<file path="config.mk">
export PLATFORM = sky130hd
export DESIGN_NAME = player
export DESIGN_NICKNAME = d
export VERILOG_FILES = /design/src/rtl/player.sv
export SDC_FILE = /design/constraint.sdc
export NUM_CORES = 1
export LEC_CHECK = 0
export CAP_MARGIN = 10
export CORE_ASPECT_RATIO = 2
export CORE_UTILIZATION = 56
export DETAILED_ROUTE_END_ITERATION = 8
export PLACE_DENSITY_LB_ADDON = 0.1
export SYNTH_ARGS = -nofsm -noshare
export SYNTH_HDL_FRONTEND = slang
export SYNTH_SLANG_ARGS = --single-unit
</file>
<file path="constraint.sdc">
create_clock -name clk -period 3.7 [get_ports clk]
set_input_delay 1.11 -clock clk [delete_from_list [all_inputs] [get_ports clk]]
set_output_delay 1.11 -clock clk [all_outputs]
set_load 0.05 [all_outputs]
</file>
<file path="src/rtl/player.sv">
// ============================================================================
// Module   : player
// Purpose  : Replays bytes 0..limit-1 from the capture RAM to a byte sink,
//            one valid strobe per byte, with optional idle gap between bytes.
// Revision : 1.0 - initial release
// ============================================================================
`default_nettype none

module player #(
  parameter int ADDR_WIDTH = 8,
  parameter int DATA_WIDTH = 8,
  parameter int GAP        = 0
) (
  input  logic                  clk,
  input  logic                  reset,
  input  logic                  start,
  input  logic                  abort,
  input  logic [ADDR_WIDTH-1:0] limit,
  input  logic [DATA_WIDTH-1:0] mem_data,
  input  logic                  busy,
  output logic [ADDR_WIDTH-1:0] addr,
  output logic                  read,
  output logic [DATA_WIDTH-1:0] data_out,
  output logic                  valid,
  output logic                  playing,
  output logic                  done
);

  typedef enum logic [2:0] {
    S_IDLE  = 3'd0,
    S_FETCH = 3'd1,
    S_WAIT  = 3'd2,
    S_SEND  = 3'd3,
    S_GAP   = 3'd4,
    S_DONE  = 3'd5
  } state_t;

  localparam logic [7:0] C_GAP_LAST = (GAP == 0) ? 8'd0 : 8'(GAP - 1);

  state_t                r_state;
  logic [ADDR_WIDTH-1:0] r_limit;
  logic [ADDR_WIDTH-1:0] r_index;
  logic [7:0]            r_count;
  logic [ADDR_WIDTH-1:0] r_addr;
  logic                  r_read;
  logic [DATA_WIDTH-1:0] r_data;
  logic                  r_playing;
  logic                  r_done;

  logic                  w_accept;
  logic [ADDR_WIDTH-1:0] w_index_next;

  // The sink's busy is honoured in the same cycle, so the strobe is decoded
  // directly from the SEND state rather than registered a cycle late.
  assign w_accept     = (r_state == S_SEND) && !busy;
  assign w_index_next = r_index + 1'b1;

  always_ff @(posedge clk) begin
    if (reset) begin
      r_state   <= S_IDLE;
      r_limit   <= '0;
      r_index   <= '0;
      r_count   <= '0;
      r_addr    <= '0;
      r_read    <= 1'b0;
      r_data    <= '0;
      r_playing <= 1'b0;
      r_done    <= 1'b0;
    end else begin
      r_read <= 1'b0;
      r_done <= 1'b0;
      if (abort && (r_state != S_IDLE)) begin
        r_state   <= S_IDLE;
        r_playing <= 1'b0;
      end else begin
        case (r_state)
          S_IDLE: begin
            if (start && !abort) begin
              if (limit != '0) begin
                r_limit   <= limit;
                r_index   <= '0;
                r_addr    <= '0;
                r_read    <= 1'b1;
                r_playing <= 1'b1;
                r_state   <= S_FETCH;
              end else begin
                r_done  <= 1'b1;
                r_state <= S_DONE;
              end
            end
          end
          S_FETCH: r_state <= S_WAIT;
          S_WAIT: begin
            r_data  <= mem_data;
            r_state <= S_SEND;
          end
          S_SEND: begin
            if (!busy) begin
              r_index <= w_index_next;
              if (w_index_next == r_limit) begin
                r_done    <= 1'b1;
                r_playing <= 1'b0;
                r_state   <= S_DONE;
              end else if (GAP > 0) begin
                r_count <= '0;
                r_state <= S_GAP;
              end else begin
                r_addr  <= w_index_next;
                r_read  <= 1'b1;
                r_state <= S_FETCH;
              end
            end
          end
          S_GAP: begin
            if (r_count == C_GAP_LAST) begin
              r_addr  <= r_index;
              r_read  <= 1'b1;
              r_state <= S_FETCH;
            end else begin
              r_count <= r_count + 8'd1;
            end
          end
          S_DONE:  r_state <= S_IDLE;
          default: r_state <= S_IDLE;
        endcase
      end
    end
  end

  assign addr     = r_addr;
  assign read     = r_read;
  assign data_out = r_data;
  assign valid    = w_accept;
  assign playing  = r_playing;
  assign done     = r_done;

endmodule

`default_nettype wire
</file>
# Word-level counts from Yosys, hierarchy flattened
# Cells that the tools add are included.
# totals
register_bits	46
latchBits	0
ram_bits	0
mem_bits_ro	0
input_bits	21
out_inout_bits	20
elab_cells	73
mem_count	0
# op_classes
addsub	2
n_mul	0
div_mod_pow	0
n_lt_le_gt_ge	0
eq_ne	11
n_shift	0
muxes	30
bitwise	2
reduce_logical	19
# ops
op	count
8-bit 2-to-1 mux	6
8-bit one-hot mux with 3 select lines	1
8-bit by 1-bit adder with 8-bit output, second input constant	2
8-bit one-hot mux with 2 select lines	1
3-bit 2-to-1 mux	5
3-bit one-hot mux with 5 select lines	1
1-bit 2-to-1 mux	13
2-bit inequality test, second input constant	5
5-bit AND reduction	2
8-bit equality test	1
8-bit zero test	1
8-bit nonzero test	1
7-bit AND reduction	1
3-bit by 2-bit equality test with 1-bit output, second input constant	2
3-bit AND reduction	2
3-bit nonzero test	2
1-bit one-hot mux with 2 select lines	2
4-bit AND reduction	1
3-bit by 1-bit equality test with 1-bit output, second input constant	1
3-bit equality test, second input constant	1
1-bit logical AND	3
3-bit zero test	1
1-bit one-hot mux with 3 select lines	1
1-bit zero test	2
other kinds (5)	6

# Depth between registers and ports, before layout
# logic_depth
ltp_word	5
ltp_mapped	8
ltp_nobuf	8

# Worst setup path before layout
# OpenSTA, ideal clock, no wires.
# synth_timing
kind	input-to-output
startpoint	in busy
endpoint	out valid
arrival_time_ns	1.823
required_ns	2.590
path_slack_ns	0.767
cell_stages	1
path_buffers	0
path_cell_list	nor2_1
# synth_via
elab_chain_len	2
# synth_rtl
element	line_no	text
start: declaration	20	input logic busy,
1-bit zero test	--	
1-bit logical AND	55	assign w_accept = (r_state == S_SEND) && !busy;
end: declaration	24	output logic valid,
# Every way passes these cells.

# Final worst setup path
# Same ends and word-level chain as after synthesis.

==> results_dict.tcl <==
set metrics [dict create \
    outcome "finished clean" \
    grt_max_degree 37 \
    crit_type "input port to output pin" \
    synthArstFlopShare_pct 0 \
    netlist_area_um2 2362 \
    drive_above_1_share_pct 6.383 \
    port-buffer-count 40 \
    p_leak_nw 1.083 \
    synth_fp_nets 318 \
    wl_met1_um 2056 \
    final_core_util_pct 71.07 \
    cts_resized 0 \
    dr_wl_met3_um 195 \
    grt_pass1_vias 2090 \
    ir_drop_uv 534.7 \
    io_pins 41 \
    critPathRequiredTime_ns 2.59 \
    fmax_ghz 0.3189 \
    postCtsSetupBuffers 0 \
    avgRoutedWirePerCell_um 14.92 \
    maxCapViolations 0 \
    numCtsBuffers 5 \
    fp-row-count 33 \
    drtPass1Iterations 4 \
    post-place-ws_ns 0.5638 \
    cts_buffer_depth 2 \
    syn_inst 294 \
    report.final.slew_viol_count 0 \
    cp.arrival_ns 2.03 \
    rsz0062_at_grt "no" \
    placed_cells 373 \
    hold_path.class "flop to flop" \
    finalNetCount 352 \
    synth_edf_count 0 \
    final_hold_viol_count 0 \
    drc_errors 0 \
    end_kind "output pin" \
    cts_hold_buf 0 \
    ys_seq_area_share_pct 38.98 \
    synth_cell_types 46 \
    gr-usage-all-layers_pct 29.07 \
    clk-insertion-delay-late_ns 0.30 \
    grt.overflow.total 0 \
    area_delta_synth_final_pct 22.99 \
    wirelength_um 5685 \
    crit_fanout 4 \
    worstSetupStartpoint "busy" \
    final_cells 381 \
    r2r-end "addr[6]" \
    grt_pass1_wl_um 9315 \
    n_antenna_cell 0 \
    antenna_found_initial 0 \
    ff2ff_setup_slack_ns 1.14 \
    setup_slack_ns 0.5641 \
    finClkSkew_ns 0.007127 \
    wl_met2_um 3183 \
    die_h_um 93.85 \
    syn_avg_cell_area_um2 8.035 \
    hold_path_end "data_out[4]" \
    max-slew-margin-rel_pct 60.00 \
    yosys.area.top_type "dfxtp_1" \
    ctsHtreeMaxLevel 2 \
    cts_root_buf "clkbuf_8" \
    dieArea_um2 4498 \
    synth-seq-cells 46 \
    cts_tree "built" \
    via_per_inst 5.848 \
    vias 2228 \
    core_area_um2 4088 \
    place.gp.congestion 0.8956 \
    initial_core_util_pct 57.79 \
    setup_tns_ns 0 \
    postSynth.topFlopCell "dfxtp_1" \
    ys_warn_count 0 \
    setup_viol 0 \
    worstHoldStart "data_out[4]" \
    powerDensity_nw_per_um2 521.1 \
    start_kind "input port" \
    dr.first_iter.drc_count 30 \
    reg2regPathDepth 7 \
    synth.top_cell.area_share_pct 38.98 \
    worstReg2RegStart "r_index[0]" \
    min_period_ns 3.136 \
    period_share_pct 84.75 \
    top_layer "met4" \
    post-dp-hpwl_um 4300 \
    clk_pin_slew_ns 0.08 \
    min_path_cells 2 \
    chipWidth_um 47.93 \
    ys_top_cells_by_area "dfxtp_1 (39%), nor2_1 (7.3%), nand2_1 (6.4%)" \
    tightestPinTransition_ns 0.5945 \
    ant_nets 0 \
    cts_sinks 46 \
]
==> how the worst max path moves through the flow <==
stage	endpoint	cells past startpoint	slack, ns
after floorplan	valid	1	0.77
after global placement	valid	3	0.57
after detailed placement	valid	3	0.56
after CTS	valid	3	0.56
after global routing	valid	3	0.48
final	valid	3	0.56
==> layout make-up <==
type | count | area [um2]
well taps | 52 | 65.06
repair buffers | 45 | 447.9
clock buffers | 5 | 68.82
clock inverters | 3 | 40.04
fillers | 320 | 1182
inverters | 5 | 18.77
flip-flops and latches | 46 | 920.9
multi-input cells | 225 | 1344
==> report_power, final <==
part | switching (mW) | internal (mW)
clock network | 0.172 | 0.199
logic | 0.333 | 0.211
registers | 0.0593 | 0.540
total | 0.564 | 0.950
==> sequential cells by signal (all words and copies together) (netlist names), 3 cells and up <==
name,cells
addr,8
data_out,8
r_count,8
r_index,8
r_limit,8
r_state,3
==> cell usage in the layout (no fill, tap or decap), drive strengths merged, types with 2 or more instances in the layout <==
cell | netlist | final
buf | 2 | 6
and2 | 3 | 3
nand3 | 6 | 6
nand2 | 41 | 41
mux2i | 12 | 12
and3b | 2 | 2
xor2 | 10 | 10
xnor2 | 7 | 7
o211ai | 2 | 2
clkdlybuf4s50 | 0 | 39
o221ai | 4 | 4
nor4 | 5 | 5
and3 | 5 | 5
nor3 | 10 | 10
ha | 3 | 3
nor2 | 46 | 46
a22oi | 2 | 2
nand2b | 2 | 2
a311oi | 4 | 4
nor2b | 2 | 2
clkbuf | 16 | 5
a21oi | 23 | 23
dfxtp | 46 | 46
nor4b | 2 | 2
o21ai | 9 | 9
or3b | 2 | 2
clkinv | 0 | 2
nand4 | 4 | 4
inv | 5 | 5
nand3b | 5 | 5
a31oi | 2 | 2
==> critical path, cell delays in order <==
cell and delay (ns):
clkdlybuf4s50_1 0.45, nor2_1 0.28, buf_12 0.18
==> cell usage after synthesis (2+ instances only) <==
cell,n
dfxtp_1,46
nor2_1,46
nand2_1,40
a21oi_1,23
clkbuf_1,16
mux2i_1,12
xor2_1,10
nor3_1,9
xnor2_1,7
o21ai_1,6
and3_1,5
inv_1,5
nand3_1,5
nand3b_1,5
nor4_1,5
a311oi_1,4
nand4_1,4
o221ai_1,4
and2_1,3
ha_1,3
o21ai_0,3
a22oi_1,2
a31oi_1,2
and3b_1,2
nand2b_1,2
nor2b_1,2
nor4b_1,2
o211ai_1,2
or3b_1,2
==> metal layers <==
metal,GRT usage (%),vias up
met5,0,-
met4,18.06,0
met3,7.115,20
met2,50.11,66
met1,28.31,1048
li1,-,1094
==> logic make-up after synthesis <==
logic type / after synthesis / synth area share (%)
and+or+nand+nor: 138 / 28.44
DFF: 46 / 38.98
xor gates and xnor gates: 17 / 6.303
buffers and inverters: 23 / 4.132
adders and majority gates: 3 / 1.589
muxes: 13 / 5.720
AOI/OAI and AO/OA: 54 / 14.83
==> stage by stage <==
step                cell area (um2)  hold WS (ns)  total power [mW]
CTS                            2905        0.4638             1.521
global placement               2796        0.4414             1.143
global route                   2905        0.4829             1.596
detailed placement             2796        0.4509             1.152
finish                         2905        0.4610             1.514
floorplan                      2362        0.4805            0.9964
Note: power is estimated with default switching activity, not from simulation.
